[config.mk]
export PLATFORM = sky130hd
export DESIGN_NAME = sub32_seq_flat
export DESIGN_NICKNAME = d
export VERILOG_FILES = /design/src/rtl/sub32_seq_pkg.sv /design/src/rtl/sub32_seq_if.sv /design/src/rtl/sub32_seq_half_slice.sv /design/src/rtl/sub32_seq.sv /design/src/flat_wrapper.sv
export SDC_FILE = /design/constraint.sdc
export NUM_CORES = 1
export LEC_CHECK = 0
export ABC_AREA = 1
export BUFFER_PORTS_ARGS = -buffer_cell sky130_fd_sc_hd__buf_2
export CORE_UTILIZATION = 50
export CTS_CLUSTER_SIZE = 30
export DETAILED_ROUTE_END_ITERATION = 12
export GPL_TIMING_DRIVEN = 0
export PLACE_DENSITY_LB_ADDON = 0.05
export REMOVE_ABC_BUFFERS = 1
export SYNTH_ARGS = -nofsm -noshare
export SYNTH_HDL_FRONTEND = slang
export SYNTH_SLANG_ARGS = --single-unit
[constraint.sdc]
create_clock -name clk -period 6.9 [get_ports clk]
set_input_delay 1.38 -clock clk [delete_from_list [all_inputs] [get_ports clk]]
set_output_delay 1.38 -clock clk [all_outputs]
set_load 0.02 [all_outputs]
[src/rtl/sub32_seq_pkg.sv]
// Shared types and constants for the sequential half-width subtractor.
package sub_pkg;

    // Default operand width for sub32_seq and its bus interface.
    localparam int SUB_WIDTH_DEF = 32;

    // Operation sequencing: capture operands, low half, high half, hold result.
    typedef enum logic [1:0] {
        IDLE = 2'd0,
        LOW  = 2'd1,
        HIGH = 2'd2,
        DONE = 2'd3
    } sub_state_e;

endpackage

[src/rtl/sub32_seq_if.sv]
// Valid/ready operand and result bus for sub32_seq.
// The zero/ovf flag signals exist only when SUB_FLAGS_EN is defined.
interface sub32_seq_if
    import sub_pkg::*;
#(
    parameter int WIDTH = SUB_WIDTH_DEF
) ();

    logic             in_valid;
    logic             in_ready;
    logic [WIDTH-1:0] a;
    logic [WIDTH-1:0] b;
    logic             out_valid;
    logic             out_ready;
    logic [WIDTH-1:0] diff;
    logic             borrow;
`ifdef SUB_FLAGS_EN
    logic             zero;
    logic             ovf;
`endif

    // Producer of operands / consumer of results.
    modport master (
        output in_valid, a, b, out_ready,
        input  in_ready, out_valid, diff, borrow
`ifdef SUB_FLAGS_EN
        , input zero, ovf
`endif
    );

    // The subtractor itself.
    modport slave (
        input  in_valid, a, b, out_ready,
        output in_ready, out_valid, diff, borrow
`ifdef SUB_FLAGS_EN
        , output zero, ovf
`endif
    );

endinterface

[src/rtl/sub32_seq_half_slice.sv]
// Half-width subtract slice: s = x + ~y + cin, carry out on cout.
// A carry out of 1 means "no borrow" from this slice.
module sub_half_slice #(
    parameter int HALF = 16
) (
    input  logic [HALF-1:0] x,
    input  logic [HALF-1:0] y,
    input  logic            cin,
    output logic [HALF-1:0] s,
    output logic            cout
);

    // One-bit-wider add so the carry out falls out of the top bit.
    assign {cout, s} = {1'b0, x} + {1'b0, ~y} + {{HALF{1'b0}}, cin};

endmodule

[src/rtl/sub32_seq.sv]
// Multi-cycle subtractor: diff = a - b using one half-width slice over two
// cycles (low half, then high half), with borrow = (a < b) unsigned.
// Optional macro SUB_FLAGS_EN adds registered zero and signed-overflow flags.
module sub32_seq
    import sub_pkg::*;
#(
    parameter int WIDTH = SUB_WIDTH_DEF
) (
    input  logic          clk,
    input  logic          rst,
    sub32_seq_if.slave    bus
);

    localparam int HALF = WIDTH / 2;

    sub_state_e       state_q;
    sub_state_e       state_d;

    logic [WIDTH-1:0] a_p0;
    logic [WIDTH-1:0] b_p0;
    logic [HALF-1:0]  lo_p1;
    logic             c_lo_p1;

    logic [WIDTH-1:0] diff_p2;
    logic             borrow_p2;
`ifdef SUB_FLAGS_EN
    logic             zero_p2;
    logic             ovf_p2;
`endif

    logic [HALF-1:0]  sl_x;
    logic [HALF-1:0]  sl_y;
    logic             sl_cin;
    logic [HALF-1:0]  sl_s;
    logic             sl_cout;

    logic             in_fire;
    logic             out_fire;

`ifdef SUB_FLAGS_EN
    // Signed overflow: operands of different sign and result sign differs from a.
    function automatic logic signed_ovf(input logic a_msb, input logic b_msb,
                                        input logic d_msb);
        return (a_msb != b_msb) && (d_msb != a_msb);
    endfunction
`endif

    assign in_fire  = (state_q == IDLE) && bus.in_valid;
    assign out_fire = (state_q == DONE) && bus.out_ready;

    // Next-state sequencing; one pass through LOW and HIGH per operation.
    always_comb begin
        state_d = state_q;
        case (state_q)
            IDLE:    if (in_fire)  state_d = LOW;
            LOW:                   state_d = HIGH;
            HIGH:                  state_d = DONE;
            DONE:    if (out_fire) state_d = IDLE;
            default:               state_d = IDLE;
        endcase
    end

    // Route the operand halves and carry-in into the shared slice.
    always_comb begin
        sl_x   = a_p0[HALF-1:0];
        sl_y   = b_p0[HALF-1:0];
        sl_cin = 1'b1;
        if (state_q == HIGH) begin
            sl_x   = a_p0[WIDTH-1:HALF];
            sl_y   = b_p0[WIDTH-1:HALF];
            sl_cin = c_lo_p1;
        end
    end

    sub_half_slice #(
        .HALF (HALF)
    ) u_slice (
        .x    (sl_x),
        .y    (sl_y),
        .cin  (sl_cin),
        .s    (sl_s),
        .cout (sl_cout)
    );

    // State register.
    always_ff @(posedge clk) begin
        if (rst) state_q <= IDLE;
        else     state_q <= state_d;
    end

    // Stage p0: operand capture on input handshake.
    always_ff @(posedge clk) begin
        if (in_fire) begin
            a_p0 <= bus.a;
            b_p0 <= bus.b;
        end
    end

    // Stage p1: low-half difference and the carry handed to the high half.
    always_ff @(posedge clk) begin
        if (state_q == LOW) begin
            lo_p1   <= sl_s;
            c_lo_p1 <= sl_cout;
        end
    end

    // Stage p2: assemble the full result; held until the next operation.
    always_ff @(posedge clk) begin
        if (rst) begin
            diff_p2   <= '0;
            borrow_p2 <= 1'b0;
        end else if (state_q == HIGH) begin
            diff_p2   <= {sl_s, lo_p1};
            borrow_p2 <= ~sl_cout;
        end
    end

`ifdef SUB_FLAGS_EN
    // Flags registered alongside the result.
    always_ff @(posedge clk) begin
        if (rst) begin
            zero_p2 <= 1'b0;
            ovf_p2  <= 1'b0;
        end else if (state_q == HIGH) begin
            zero_p2 <= ({sl_s, lo_p1} == '0);
            ovf_p2  <= signed_ovf(a_p0[WIDTH-1], b_p0[WIDTH-1], sl_s[HALF-1]);
        end
    end

    assign bus.zero = zero_p2;
    assign bus.ovf  = ovf_p2;
`endif

    assign bus.in_ready  = (state_q == IDLE);
    assign bus.out_valid = (state_q == DONE);
    assign bus.diff      = diff_p2;
    assign bus.borrow    = borrow_p2;

endmodule

[src/flat_wrapper.sv]
// flat-port wrapper written by rule: the top's interface ports become plain ports
module sub32_seq_flat import sub_pkg::*;
#(
    parameter int WIDTH = SUB_WIDTH_DEF
)
  (clk, rst, bus_in_valid, bus_a, bus_b, bus_out_ready, bus_in_ready, bus_out_valid, bus_diff, bus_borrow);
  sub32_seq_if #(.WIDTH(WIDTH)) bus_i ();
  input  logic clk;
  input  logic rst;
  input wire logic [$bits(bus_i.in_valid)-1:0] bus_in_valid;
  input wire logic [$bits(bus_i.a)-1:0] bus_a;
  input wire logic [$bits(bus_i.b)-1:0] bus_b;
  input wire logic [$bits(bus_i.out_ready)-1:0] bus_out_ready;
  output wire logic [$bits(bus_i.in_ready)-1:0] bus_in_ready;
  output wire logic [$bits(bus_i.out_valid)-1:0] bus_out_valid;
  output wire logic [$bits(bus_i.diff)-1:0] bus_diff;
  output wire logic [$bits(bus_i.borrow)-1:0] bus_borrow;
  assign bus_i.in_valid = bus_in_valid;
  assign bus_i.a = bus_a;
  assign bus_i.b = bus_b;
  assign bus_i.out_ready = bus_out_ready;
  assign bus_in_ready = bus_i.in_ready;
  assign bus_out_valid = bus_i.out_valid;
  assign bus_diff = bus_i.diff;
  assign bus_borrow = bus_i.borrow;
  sub32_seq #(.WIDTH(WIDTH)) u_core (.clk(clk), .rst(rst), .bus(bus_i));
endmodule
==> results of run 1 <==
## cell families (layout without fill, tap and decap cells)
kind of cell             after synthesis  after routing
adder cells (fa/ha/maj)               21             21
AND/OR/NAND/NOR                      249            249
AO/OA/AOI/OAI                         40             40
XOR/XNOR                               7              7
flip-flops                           116            116
buffers and inverters                 82            201
multiplexers                          16             16
## state kept, by name, indices dropped and copies added, names as in the netlist
register / count
u_core.a_p0: 32
u_core.b_p0: 32
u_core.bus.diff: 32
u_core.lo_p1: 16
u_core.state_q: 2
u_core.bus.borrow: 1
u_core.c_lo_p1: 1
## tightest hold or removal path: cells and delay by family (launching register included)
kind / cells / cell delay (ps)
DFF: 1 / 320
and+or+nand+nor: 2 / 120
## worst min path at each step
stage                     from            endpoint  slack (ps)  depth (start not counted)
2_1_floorplan  u_core.lo_p1[0]  u_core.bus.diff[0]         450                          2
3_3_place_gp   u_core.lo_p1[0]  u_core.bus.diff[0]         450                          2
3_5_place_dp   u_core.lo_p1[2]  u_core.bus.diff[2]         460                          2
4_1_cts        u_core.lo_p1[3]  u_core.bus.diff[3]         470                          2
5_1_grt        u_core.lo_p1[2]  u_core.bus.diff[2]         490                          2
6_report       u_core.lo_p1[3]  u_core.bus.diff[3]         470                          2
## layer usage
metal	global-route usage	up-vias	share of wire	routed length, µm
met5	0	-	0	0
met3	0.0457	10	0.047	454
met4	0.0939	0	0.013	127
met2	0.321	108	0.46	4490
li1	-	1926	-	-
met1	0.252	1611	0.48	4620
## stage by stage
step | instances | instance area (µm²)
3_5_place_dp | 751 | 5830
3_3_place_gp | 750 | 5800
5_1_grt | 783 | 6410
4_1_cts | 783 | 6410
2_1_floorplan | 515 | 5120
6_report | 783 | 6410
## synthesized netlist by cell type (2+ instances only)
cell type and number:
a21oi_1 9, o21ai_1 3, inv_2 2, nand3_1 18, nand2_2 8, o21ai_0 24, nand2_1 138, buf_2 4
ha_1 19, nor3_2 3, nor2_1 73, or2_1 2, dfxtp_1 35, buf_4 2, mux2i_1 16, a21oi_2 2
edfxtp_1 81, nor3_1 2, xor2_1 6, inv_1 64, clkbuf_1 10, fa_1 2
## layout by cell type (no fill, tap or decap), types with 6 or more instances in the layout
| cell type | Yosys | final |
|---|---|---|
| inv_1 | 64 | 63 |
| nor2_1 | 73 | 73 |
| mux2i_1 | 16 | 16 |
| edfxtp_1 | 81 | 81 |
| nand2_2 | 8 | 8 |
| ha_1 | 19 | 18 |
| dfxtp_1 | 35 | 35 |
| nand2_1 | 138 | 138 |
| clkinv_4 | 0 | 6 |
| o21ai_0 | 24 | 24 |
| nand3_1 | 18 | 18 |
| clkbuf_16 | 0 | 19 |
| buf_2 | 4 | 102 |
| a21oi_1 | 9 | 9 |
| xor2_1 | 6 | 6 |
## final cells by class
cell class,count,share of cell area
Clock buffer,20,0.0763
Inverter,66,0.0386
Tap cell,133,0.0260
Clock inverter,12,0.0142
Timing Repair Buffer,103,0.0827
Multi-Input combinational cell,333,0.273
Sequential cell,116,0.489
## power groups by stage
stage	clock, mW	combinational (mW)	sequential [mW]
2_1_floorplan	0	1.01	1.21
3_3_place_gp	0	1.44	1.13
3_5_place_dp	0	1.47	1.14
4_1_cts	0.840	1.48	1.12
5_1_grt	0.872	1.68	1.14
6_report	0.825	1.47	1.12
==> impl_results.md, run 1 <==
* Status: finished, final reports clean
* Worst hold margin at 471 ps
* GRT Util Overall at 0.198
* Die area at 10800 µm²
* Pwr Total at about 3.4 mW
* Cts repair resizes at 0
* Final Cycle Share at 0.591
* Sequential share of power at 0.329
* Syn avg cell area at 9.78 µm²
* Cell count after synthesis at roughly 530
* Leakage power at 3.07 nW
* Compound-Gate Fraction of Synth Area at 0.0407
* CTS tree: done
* CTS max path bufs at 2
* Fin util at 0.647
* Slew headroom at 0.148
* Worst Setup Path Type: flop to flop
* Vias per inst at 4.67
* Crit path arrival time at 4490 ps
* CP Cell Sequence: inv_1 > ha_4 > inv_1 > nand2_1 > nand2_1 > fa_1 > inv_1 > fa_1 > nand2_1 > nand2_1 > nand3_1 > nand2_1 > nand2_1 > nand3_1 > nand3_1 > nand2_1 > inv_1
* FP Rows at 36
* Max stage delay on crit path at 840 ps
* Number of setup buffers added after CTS at 0
* Sink Count at roughly 120
* Grt total ovfl at 0
* Power Internal at 2.05 mW
* Worst-skew pair later-pin latency at ~520 ps
* Share of layout cells above drive strength 1 at 0.240
* Synth top area share at 0.468
* Slowest stage cell, crit path: inv_1
* Detailed placer's ending HPWL at between 6000 and 7000 µm
* Clk pwr share at 0.241
* Pwr Density at 533 nW/µm²
* CP startpoint: u_core.state_q[0]
* R2R depth at 17
* DR iter-0 viols at 189
* Reg clk slew, reported paths at roughly 60 ps
* PortBufs at 102
* Setup WS pre-CTS at 2760 ps
* Register area at between 3000 and 4000 µm²
* DR DRC count at 0
* Max Clock Skew at 5.54 ps
* Die span in x at 104 µm
* Antenna violations before repair at 0
* Required @ worst endpoint at 7310 ps
* P&R area growth vs syn at 23.4%
* Fin nets at 726
* Reg2reg end: u_core.bus.diff[26]
* Routed vias at 3655
* DRT antenna net count at 0
* Synth area leaders: edfxtp_1 47%, dfxtp_1 13%, nand2_1 10%, nor2_1 5.3%, inv_1 4.6%
* Number of fill cells at approximately 800
* Slew Viols, Final at 0
* Starting density of the core at 0.524
* # setup viols final at 0
* Root Buffer: clkbuf_8
* WL/cell at 12.4 µm
* Min-Delay Path Class: flop to flop
* Maximum vdd ir drop at 0.000292 V
* Comb pwr share at 0.430
* Largest net degree at the start of global routing at 78
* Warnings, synthesis at 0
* CTS H-Tree Depth at 4
* Final min period at approximately 4000 ps
* Critical Path Fanout Max at slightly below 80
* Net Sw Power at about 1.4 mW
* Synth Cell Area at 5190 µm²
* Multi-input combinational cell area at 1750 µm²
* Reg2Reg Setup Slack at 2820 ps
* Setup WS post-layout at 2820 ps
* Most used DFF post-synth: edfxtp_1
* Max-cap viol count at 0
* RSZ-0062 raised after global routing: no
* Slew @ Worst Pin at 1280 ps
* Sw frac at 0.400
* Post-synthesis simple-gate area fraction at 0.197
* Post-Route WL at around 9700 µm
* Async S/R FF share, synth at 0
* Register area share after synthesis at 0.603
* Critical path endpoint: u_core.bus.diff[26]
* Adder-Cell Fraction of Synth Area at 0.0535
* RR Startpoint: u_core.state_q[0]
* Post-synth EDFFs at 81
* Top Family by Delay on Critical Path: adder cells
* First-pass DRT Iterations at 5
* Crit path depth at 17
* Die height at a little over 100 µm
* Most used cell, CP: nand2_1
* Mux share of post-synthesis cell area at 0.0308
* Largest family of logic cells by synthesized area: simple AND/OR/NAND/NOR gates
* FMAX at 0.245 GHz
* Num CTS Buffers at 17
* Worst path bufs/invs at 4
* Gpl congestion at 0.771
* Antenna cells at 0
* Final Hold Viols at 0
* CP endpoint kind: flop
* Top cell type by total area after synthesis: edfxtp_1
* CTS hold repair buffers at 0
* Core area at 9910 µm²
* Vias in the first global route at 3644
* Setup_tns at 0 ps
* Global-route wire length before repair at ~17000 µm
* I/O Pins at 103
* XOR/XNOR share of the synthesized area at 0.0132
* Worst setup SP type: flop
* Register bit total from synthesis at 116
* Library cells used by synthesis at 30
Note: power is estimated with default switching activity, not from simulation.
==> run 2: changes to the inputs <==
clock period = 3.5 ns   (was 6.9 ns; I/O delays follow)
==> run 2 against run 1 <==
  * Combinational power up 100%
  * Largest power group unchanged
  * Fmax increased by 35%
  * Register-to-register slack got worse by 2300 ps
  * Clock-buffer cell count stayed put
  * Total power rose by 100%
  * Flip-flop and latch count unchanged
  * Setup slack lost 2300 ps
  * Routed wire length up 6.5%
  * Critical endpoint is now u_core.lo_p1[8]
  * Critical path type unchanged
  * Global-route usage grew 0.60 points
  * Clock skew rose by 1.7 ps
  * Design area is 1.2% higher
  * Final cell count grew 0.64%
==> impl_results.md, run 2 (same netlist as run 1, synthesis figures left out) <==
* Final Instance Area at 6490 µm² (+1.2%)
* R2R depth at 15 (-2)
* Most used cell, CP: nand2_1
* PortBufs at 102 (unchanged)
* Share of layout cells above drive strength 1 at 0.247 (+0.00733)
* Worst setup SP type: flop
* Hold Path Cell Cnt at 1 (-1)
* FP Rows at 36 (unchanged)
* Slew headroom at 0.451 (+0.303)
* Root Buffer: clkbuf_8
* First-pass DRT Iterations at 5 (unchanged)
* Non-Filler Instances at 788 (+0.64%)
* FMAX at 0.332 GHz (+35%)
* Global-route wire length before repair at 17000 µm (+2.4%)
* Vias in the first global route at 3682 (+1.0%)
* CP Cell Sequence: inv_1 > ha_4 > clkinvlp_4 > nand2_1 > nand2_1 > fa_1 > inv_1 > fa_1 > nand2_1 > nand2_1 > and2_4 > nand2_2 > nand2_2 > xnor2_2 > inv_1
* Post-Route WL at 10300 µm (+6.5%)
* Die area at 10800 µm² (unchanged)
* Routed vias at 3724 (+1.9%)
* Gpl congestion at 0.771 (unchanged)
* # setup viols final at 0 (unchanged)
* Leakage power at 3.09 nW (+0.85%)
* Core area at 9910 µm² (unchanged)
* Placed cell area at 5830 µm² (unchanged)
* Starting density of the core at 0.524 (unchanged)
* DRT antenna net count at 0 (unchanged)
* Fin util at 0.655 (+0.00770)
* Register area at 3130 µm² (unchanged)
* Critical Path Fanout Max at 12 (-84%)
* GRT Util Overall at 0.204 (+0.00605)
* Multi-input combinational cell area at 1750 µm² (unchanged)
* Min-Delay Path Class: input port to flop
* Fin nets at 731 (+0.69%)
* Placed cells at 751 (unchanged)
* Top Family by Delay on Critical Path: adder cells
* Max-cap viol count at 0 (unchanged)
* Sink Count at 116 (unchanged)
* Slew @ Worst Pin at 823 ps (-453 ps)
* WL/cell at 13.1 µm (+5.8%)
* Required @ worst endpoint at 3770 ps (-3540 ps)
* Die height at 104 µm (unchanged)
* Num CTS Buffers at 17 (unchanged)
* Antenna violations before repair at 0 (unchanged)
* Final Cycle Share at 0.862 (+0.271)
* Most common cell after layout, fill and taps aside: nand2_1
* Final Hold Viols at 0 (unchanged)
* Most frequent cells in the layout: 138 x nand2_1, 102 x buf_2, 81 x edfxtp_1, 73 x nor2_1, 62 x inv_1
* Crit path depth at 15 (-2)
* Worst-skew pair later-pin latency at 520 ps (about the same)
* Vias per inst at 4.73 (+1.2%)
* P&R area growth vs syn at 24.9%
* Maximum vdd ir drop at 0.000487 V (+67%)
* Pwr Density at 1060 nW/µm² (+98%)
* Detailed placer's ending HPWL at 6560 µm (unchanged)
* Worst path bufs/invs at 4 (unchanged)
* CTS max path bufs at 2 (unchanged)
* DR iter-0 viols at 196 (+3.7%)
* Max Clock Skew at 7.28 ps (+1.74 ps)
* Antenna cells at 0 (unchanged)
* Slowest stage cell, crit path: fa_1
* RSZ-0062 raised after global routing: no
* CTS tree: done
* Max stage delay on crit path at 420 ps (-420 ps)
* CTS H-Tree Depth at 4 (unchanged)
* Worst Setup Path Type: flop to flop
* Slew Viols, Final at 0 (unchanged)
* Number of fill cells at 814 (-1.1%)
* Final min period at 3020 ps (-1060 ps)
* Grt total ovfl at 0 (unchanged)
* I/O Pins at 103 (unchanged)
* Die span in x at 104 µm (unchanged)
* Crit path arrival time at 3290 ps (-1200 ps)
* Largest net degree at the start of global routing at 47 (-40%)
* CP endpoint kind: flop
* DR DRC count at 0 (unchanged)
* Reg clk slew, reported paths at 60 ps (about the same)
* Status: finished, final reports clean
-- run 2: worst paths after layout --
check                    startpoint  slack [ps]                  to
hold / removal            bus_b[23]         350     u_core.b_p0[23]
hold reg to reg     u_core.lo_p1[7]         470  u_core.bus.diff[7]
setup reg to reg  u_core.state_q[0]         480     u_core.lo_p1[8]
setup / recovery  u_core.state_q[0]         480     u_core.lo_p1[8]
-- run 2: power breakdown --
group	switching [mW]	internal (mW)
sequential	0.149	2.07
combinational	1.99	1.03
clock	0.627	1.00
total	2.76	4.10
-- run 2: metal layers --
layer,vias to the layer above,GRT usage,share of wire
li1,1934,-,-
met1,1653,0.260,0.46
met2,123,0.334,0.46
met3,14,0.0451,0.057
met4,0,0.0939,0.018
met5,-,0,0
-- run 2: stage by stage --
step	power [mW]	hold slack (ps)	setup TNS [ps]	setup slack, ps
5_1_grt	7.40	329	0	129
4_1_cts	6.83	327	0	54.9
3_3_place_gp	5.08	451	-113100	-2980
3_5_place_dp	5.14	459	-12440	-639
6_report	6.86	347	0	484
2_1_floorplan	4.38	447	-32480	-1230
-- run 2: cell type report --
cell class	count	share of cell area
Sequential cell	116	0.483
Multi-Input combinational cell	333	0.270
Timing Repair Buffer	106	0.0914
Clock buffer	20	0.0754
Inverter	66	0.0388
Tap cell	133	0.0257
Clock inverter	12	0.0141
Timing Repair inverter	2	0.00154
-- run 2: what timing repair did --
action / in CTS / in global routing
cloned: 2 / 0
hold buffers: 0 / 0
endpoints found under the setup margin: 32 / 25
gates resized for setup: 1 / 0
buffers inserted: 1 / 2
